**src/rtl/seq_multiplier_if.sv**
```systemverilog
// Operand/result bundle for the iterative multiplier.
interface seq_multiplier_if #(
  parameter int unsigned WIDTH = 6
);
  logic                 start;
  logic                 is_signed;
  logic [WIDTH-1:0]     a;
  logic [WIDTH-1:0]     b;
  logic                 busy;
  logic                 done;
  logic [2*WIDTH-1:0]   out;

  modport master (
    output start, is_signed, a, b,
    input  busy, done, out
  );

  modport slave (
    input  start, is_signed, a, b,
    output busy, done, out
  );
endinterface

```
**src/rtl/seq_multiplier.sv**
```systemverilog
// Iterative shift-add multiplier, one multiplier bit per cycle.
// Signed operands are converted to magnitudes on accept and the sign is
// reapplied to the final sum, so the core loop is always unsigned.
module seq_multiplier #(
  parameter int unsigned WIDTH = 6
) (
  input  logic            clk,
  input  logic            rst,
  seq_multiplier_if.slave bus
);
  localparam int unsigned CW = $clog2(WIDTH + 1);
  localparam logic [CW-1:0] LAST = CW'(WIDTH - 1);

  typedef enum logic {IDLE, RUN} state_t;

  state_t               state, state_d;
  logic [2*WIDTH-1:0]   mcand;
  logic [2*WIDTH-1:0]   acc;
  logic [2*WIDTH-1:0]   out_q;
  logic [WIDTH-1:0]     mplier;
  logic [CW-1:0]        cnt;
  logic                 sign;
  logic                 done_q;

  logic [WIDTH-1:0]     mag_a, mag_b;
  logic [2*WIDTH-1:0]   acc_sum;
  logic                 last;

  // Operand magnitudes, partial-sum adder and final-iteration detect.
  always_comb begin
    mag_a   = (bus.is_signed && bus.a[WIDTH-1]) ? -bus.a : bus.a;
    mag_b   = (bus.is_signed && bus.b[WIDTH-1]) ? -bus.b : bus.b;
    acc_sum = acc + (mplier[0] ? mcand : '0);
    last    = (cnt == LAST);
  end

  // State register.
  always_ff @(posedge clk or posedge rst) begin
    if (rst) state <= IDLE;
    else     state <= state_d;
  end

  // Next-state logic: accept in IDLE, leave RUN after WIDTH iterations.
  always_comb begin
    state_d = state;
    case (state)
      IDLE: if (bus.start) state_d = RUN;
      RUN:  if (last)      state_d = IDLE;
    endcase
  end

  // Datapath: latch operands on accept, iterate in RUN, publish on the last edge.
  always_ff @(posedge clk or posedge rst) begin
    if (rst) begin
      mcand  <= '0;
      acc    <= '0;
      out_q  <= '0;
      mplier <= '0;
      cnt    <= '0;
      sign   <= 1'b0;
      done_q <= 1'b0;
    end else begin
      done_q <= 1'b0;
      case (state)
        IDLE: begin
          if (bus.start) begin
            mcand  <= {{WIDTH{1'b0}}, mag_a};
            mplier <= mag_b;
            acc    <= '0;
            cnt    <= '0;
            sign   <= bus.is_signed & (bus.a[WIDTH-1] ^ bus.b[WIDTH-1]);
          end
        end
        RUN: begin
          acc    <= acc_sum;
          mcand  <= mcand << 1;
          mplier <= mplier >> 1;
          cnt    <= cnt + CW'(1);
          if (last) begin
            out_q  <= sign ? -acc_sum : acc_sum;
            done_q <= 1'b1;
          end
        end
      endcase
    end
  end

  assign bus.busy = (state == RUN);
  assign bus.done = done_q;
  assign bus.out  = out_q;
endmodule

```
**src/flat_wrapper.sv**
```systemverilog
// flat-port wrapper written by rule: the top's interface ports become plain ports
module seq_multiplier_flat 
#(
  parameter int unsigned WIDTH = 6
)
  (clk, rst, bus_start, bus_is_signed, bus_a, bus_b, bus_busy, bus_done, bus_out);
  seq_multiplier_if #(.WIDTH(WIDTH)) bus_i ();
  input  logic clk;
  input  logic rst;
  input wire logic [$bits(bus_i.start)-1:0] bus_start;
  input wire logic [$bits(bus_i.is_signed)-1:0] bus_is_signed;
  input wire logic [$bits(bus_i.a)-1:0] bus_a;
  input wire logic [$bits(bus_i.b)-1:0] bus_b;
  output wire logic [$bits(bus_i.busy)-1:0] bus_busy;
  output wire logic [$bits(bus_i.done)-1:0] bus_done;
  output wire logic [$bits(bus_i.out)-1:0] bus_out;
  assign bus_i.start = bus_start;
  assign bus_i.is_signed = bus_is_signed;
  assign bus_i.a = bus_a;
  assign bus_i.b = bus_b;
  assign bus_busy = bus_i.busy;
  assign bus_done = bus_i.done;
  assign bus_out = bus_i.out;
  seq_multiplier #(.WIDTH(WIDTH)) u_core (.clk(clk), .rst(rst), .bus(bus_i));
endmodule
```
**config.mk**
```make
export PLATFORM = sky130hd
export DESIGN_NAME = seq_multiplier_flat
export DESIGN_NICKNAME = d
export VERILOG_FILES = /design/src/rtl/seq_multiplier_if.sv /design/src/rtl/seq_multiplier.sv /design/src/flat_wrapper.sv
export SDC_FILE = /design/constraint.sdc
export NUM_CORES = 1
export LEC_CHECK = 0
export CORE_AREA = 2 2 103 105
export CTS_BUF_LIST = sky130_fd_sc_hd__clkbuf_16
export CTS_CLUSTER_DIAMETER = 120
export CTS_CLUSTER_SIZE = 25
export DETAILED_ROUTE_END_ITERATION = 16
export DIE_AREA = 0 0 105 107
export MAX_ROUTING_LAYER = met4
export PLACE_DENSITY = 0.57
export SLEW_MARGIN = 20
export SYNTH_ARGS = -nofsm -noshare
export SYNTH_HDL_FRONTEND = slang
export SYNTH_SLANG_ARGS = --single-unit
export TNS_END_PERCENT = 100
```
**constraint.sdc**
```tcl
create_clock -name clk -period 4.8 [get_ports clk]
set_input_delay 0.72 -clock clk [delete_from_list [all_inputs] [get_ports clk]]
set_output_delay 0.72 -clock clk [all_outputs]
set_load 0.02 [all_outputs]
```
==> metrics.txt, run 1 <==
Async SR Flop Fraction 100%; Leak 0.00155 uW; via count 2,369; worst slew pin tran 887 ps; total core area 10,100 sq um; peak supply drop roughly 180 uV; CTS max path bufs 2; unrepaired setup endpoints after global routing false; Post-Synth XOR/XNOR Area 6.72%; CTS buffer count 5; P&R area growth vs syn 18.6%; max incr delay on CP 570 ps; hold crit path type reg -> reg; Startpoint Class register; hold_buf cts 0; vias in the first global route 2,284; Mapped Nets ~380; total negative setup slack 0 ps; Synth Area in Compound Gates about 18%; clock-pin transition on the worst setup and hold timing paths ~70 ps; largest area contributor in the netlist dfrtp_1; main combinational cell family by area after synthesis simple AND/OR/NAND/NOR gates; worst path required time 4950 ps; crit-path cells and2_1 > ha_1 > fa_1 > a21o_1 > a221oi_4 > xnor2_1 > or4_4 > or3_4 > o41ai_2 > xor2_1 > o21ai_1; die area roughly 11,000 sq um; dpl hpwl 4320 microns; PD cells 544 nW/um^2; Post-Synth Adder-Cell Area 7.35%; Synth area leaders dfrtp_1 40%, o21ai_0 10%, nand2_1 6.9%; CP max FO 13; Avg WL per Cell 12.1 microns; Cell Rows 37; Final period util 78.2%; gpl congestion approximately 0.83; clk sinks 48; final wirelength 6090 microns; sequential share of the synthesized area approximately 40%; initial antenna violation count 0; status completed; Primary FF master, synth dfrtp_1; fmax 266 MHz; first-pass GRT wire length 10,800 microns; fraction of layout cells with a size suffix above 1 4.89%; Worst Skew 8.37 ps; Ports 30; initial core utilization 29.7%; Nets 400; CTS tree yes; post-cts sizing count 0; post-synth top area share approximately 40%; Die Y 107 microns; Chip Width between 100 and 150 microns; critical path class reg -> reg; antenna-violating nets left 0; postcts setup bufs 0; largest net degree at the start of global routing 68; I/O Buffers 29; #FFs+latches synth 48; Iter 0 DRT Violations 87; Worst EP arrival 3900 ps; gr ovfl total 0; gr usage total a little under an eighth; relative slew slack between 40% and 50%; Synthesis Warnings 0; ant diodes 0; post-synthesis simple-gate area fraction a little over a fifth; most numerous cell in the Yosys netlist o21ai_0; dpl ws 1030 ps; htree depth 2; # setup viols final 0; fin crit period 3750 ps; Post-synth EDFFs 0; DRC 0; Clock Latency Late Sink 290 ps; critical path endpoint category register; critical path's slowest cell or4_4; Pre-antenna DRT Iters 4; Synth Instances 348; clk root buf clkbuf_16; mapped cell area between 2000 and 3000 sq um; Hold Fails Final Rpt 0; mux share of post-synthesis cell area 1.71%; fin. max-slew vios 0; Worst Slack Setup Final 1050 ps; drt via density approximately 4.7; max-cap viol count 0; Yosys cell types 39; Mean Syn Cell Area 8.61 sq um; hold slack 475 ps; most frequent cells after synthesis 60 x o21ai_0, 55 x nand2_1, 48 x dfrtp_1, 23 x nand2b_1, 16 x ha_1
-- cell usage in the layout (no fill, tap or decap), types with 9 or more instances in the layout --
cell type,synthesis,final
xor2_1,14,14
nor2_1,10,10
nand2_1,55,55
dfrtp_1,48,48
nand2b_1,23,23
o21ai_0,60,60
ha_1,16,16
clkdlybuf4s50_1,0,28
and2_1,12,12
nand3_1,15,15
a21oi_1,10,10
xnor2_1,9,9
inv_1,13,12
-- worst max-delay path, delay by kind of cell, from the launching register on --
kind / cells / cell delay (ps)
flops: 1 / 490
xor+xnor: 2 / 370
simple gates: 3 / 1190
compound gates: 4 / 970
fa+ha+maj: 2 / 610
-- per-layer routing --
metal / vias up / part of all wire (%) / GRT usage (%)
met5: - / 0 / -
met4: 0 / 1.0 / 3.05
met3: 6 / 3.9 / 2.43
met2: 38 / 42 / 17.7
met1: 1098 / 53 / 16.4
li1: 1227 / - / -
-- registers in the layout, indices dropped and copies added (netlist names) --
name	flops
u_core.mcand	12
u_core.mplier	6
u_core.bus.done	1
u_core.bus.busy	1
u_core.bus.out	12
u_core.acc	12
u_core.sign	1
u_core.cnt	3
-- logic make-up after synthesis --
group,Yosys count
muxes,5
adders and majority gates,17
xor gates and xnor gates,23
buffers and inverters,32
and+or+nand+nor,130
DFF,48
AOI/OAI and AO/OA,93
-- cell type report --
class	count	area (sq um)
Fill cell	1128	6540
Clock buffer	5	125
Sequential cell	48	1200
Clock inverter	3	42.5
Inverter	13	50.0
Multi-Input combinational cell	268	1660
Timing Repair Buffer	31	300
Tap cell	136	170
-- metrics by stage --
stage / instance area (sq um) / utilization [%] / std cells / power, uW
global route: 3550 / 35.2 / 504 / 2100
CTS: 3560 / 35.2 / 504 / 1960
finish: 3550 / 35.2 / 504 / 1930
floorplan: 3000 / - / 348 / 1310
detailed placement: 3390 / 33.6 / 496 / 1550
global placement: 3390 / 33.6 / 496 / 1520
-- final timing paths --
check	startpoint	endpoint	slack [ps]	depth (start not counted)
max	u_core.mplier[0]	u_core.bus.out[11]	1050	11
min	u_core.bus.out[4]	u_core.bus.out[4]	480	2
max reg2reg	u_core.mplier[0]	u_core.bus.out[11]	1050	11
min reg2reg	u_core.bus.out[4]	u_core.bus.out[4]	480	2
max in group asynchronous	rst	u_core.acc[9]	3410	2
min in group asynchronous	rst	u_core.mplier[5]	890	2
-- power by group --
group,internal (uW),total (uW),switching [uW],leakage [uW]
registers,556,663,107,0.000624
clock network,245,399,154,0.0000798
logic,369,872,503,0.000843
Note: power is estimated with default switching activity, not from simulation.
==> run 2, diff against run 1 <==
==> constraint.sdc (replaced) <==
create_clock -name clk -period 3.7 [get_ports clk]
set_input_delay 0.555 -clock clk [delete_from_list [all_inputs] [get_ports clk]]
set_output_delay 0.555 -clock clk [all_outputs]
set_load 0.02 [all_outputs]
==> run 2 against run 1 <==
  * Routed wire length shrank 0.62%
  * Largest cell class unchanged
  * Flip-flop and latch count unchanged
  * Die area is the same
  * Setup slack lost 860 ps
  * Count of clock-buffer cells in the layout stayed put
  * Power up 27%
  * Non-clock buffer count grew 5
  * Global-route usage increased by 0.12 points
  * Clock power rose by 8.3%
  * Highest routed layer unchanged
==> metrics.txt, run 2 (synthesized netlist as in run 1, its figures left out) <==
Hold Path Stages 2; Worst Slack Setup Final 186 ps; CTS tree yes; gpl congestion about 0.88; fin area 3580 sq um; fraction of layout cells with a size suffix above 1 5.63%; commonest cells after routing, fill and taps aside 60 x o21ai_0, 55 x nand2_1, 48 x dfrtp_1, 29 x clkdlybuf4s50_1, 23 x nand2b_1; initial antenna violation count 0; critical path's slowest cell or4_4; ant diodes 0; vias in the first global route 2,300; Worst Skew 3.65 ps; status completed; FF-to-FF path depth 11; # setup viols final 0; fin crit period 3510 ps; Worst EP arrival 3650 ps; Crit path max-delay family simple AND/OR/NAND/NOR gates; Iter 0 DRT Violations 115; Leak 0.00157 uW; clk sinks 48; Final Power 2450 uW; Ports 30; Avg WL per Cell around 12 microns; die area 11,200 sq um; Final period util between 90% and 100%; initial core utilization 29.7%; R2R setup slack 190 ps; fin. max-slew vios 0; fmax between 200 and 300 MHz; P&R area growth vs syn 19.3%; critical path class reg -> reg; clock-pin transition on the worst setup and hold timing paths around 60 ps; Pre-antenna DRT Iters 4; worst slew pin tran 821 ps; Hold Fails Final Rpt 0; Die Y 107 microns; dpl hpwl 4370 microns; hold crit path type reg -> reg; max-cap viol count 0; crit-path cells and2_1 > ha_1 > fa_1 > a21o_1 > a221oi_4 > xnor2_2 > or4_4 > or3_4 > o41ai_2 > xor2_1 > o21ai_1; Chip Width 105 microns; total core area between 10,000 and 15,000 sq um; CTS max path bufs 2; largest net degree at the start of global routing 67; relative slew slack between 40% and 50%; Reg-to-Reg End u_core.bus.out[11]; final wirelength 6050 microns; DRC 0; commonest non-fill, non-tap cell in the layout o21ai_0; Hold Path Origin u_core.bus.out[0]; Startpoint Class register; antenna-violating nets left 0; Hold Crit Endpoint u_core.bus.out[0]; Cell Rows 37; gr ovfl total 0; gr usage total 11.9%; hold_buf cts 0; worst path required time roughly 3800 ps; max incr delay on CP 560 ps; I/O Buffers 29; dpl ws 107 ps; drt via density between 4 and 5; htree depth 2; Clock Latency Late Sink roughly 280 ps; first-pass GRT wire length around 11,000 microns; PD cells 684 nW/um^2; Nets 405; Worst Path Buf+Inv 0; Crit Reg-Reg Startpoint u_core.mplier[0]; CP max FO 3; peak supply drop around 240 uV; via count 2,356; clk root buf clkbuf_16; critical path endpoint category register; total negative setup slack 0 ps; post-placement cell area 3420 sq um; CTS buffer count 5
[run 2: stage by stage]
stage               hold WS [ps]  std cells  util, %
floorplan                    448        348        -
global placement             465        500     33.9
detailed placement           470        500     33.9
CTS                          485        508     35.3
global route                 510        509     35.4
finish                       476        509     35.4
[run 2: metal layers]
layer  up-vias  routed length, microns  share of wire (%)  track usage, %
met1      1067                    3070                 51            16.3
met3         9                     319                5.3            2.25
met5         -                       0                  0               -
li1       1236                       -                  -               -
met4         0                      59               0.98            2.86
met2        44                    2600                 43            18.4
[run 2: cell type report]
type,count,area [sq um]
sequential,48,1200
timing repair buffer,36,343
clock inverter,3,15.0
clock buffer,5,125
multi-input combinational,268,1670
fill,1091,6520
tap,136,170
inverter,13,50.0
[run 2: what timing repair did]
| action | in CTS | in global routing |
|---|---|---|
| endpoints found under the setup margin | 0 | 2 |
| setup buffers | 0 | 1 |
| gates resized for setup | 0 | 1 |
| endpoints found under the hold margin | 0 | 0 |
[run 2: worst min-delay path: cells and delay by family (launching register included)]
kind            cells  cell delay [ps]
simple gates        1               40
compound gates      1               60
flops               1              340
[run 2: worst max-delay path by stage]
stage | from | endpoint | slack [ps] | cells past startpoint
6_report | u_core.mplier[0] | u_core.bus.out[11] | 190 | 11
5_1_grt | u_core.mplier[0] | u_core.bus.out[11] | -10 | 11
4_1_cts | u_core.mplier[0] | u_core.bus.out[11] | 90 | 11
3_5_place_dp | u_core.mplier[0] | u_core.bus.out[11] | 110 | 11
3_3_place_gp | u_core.mplier[0] | u_core.bus.out[11] | 190 | 11
2_1_floorplan | u_core.mplier[0] | u_core.bus.out[11] | 330 | 11
[run 2: power by group]
part	switching [uW]	total, uW	internal [uW]
clock	186	432	246
sequential	129	851	722
combinational	668	1160	497
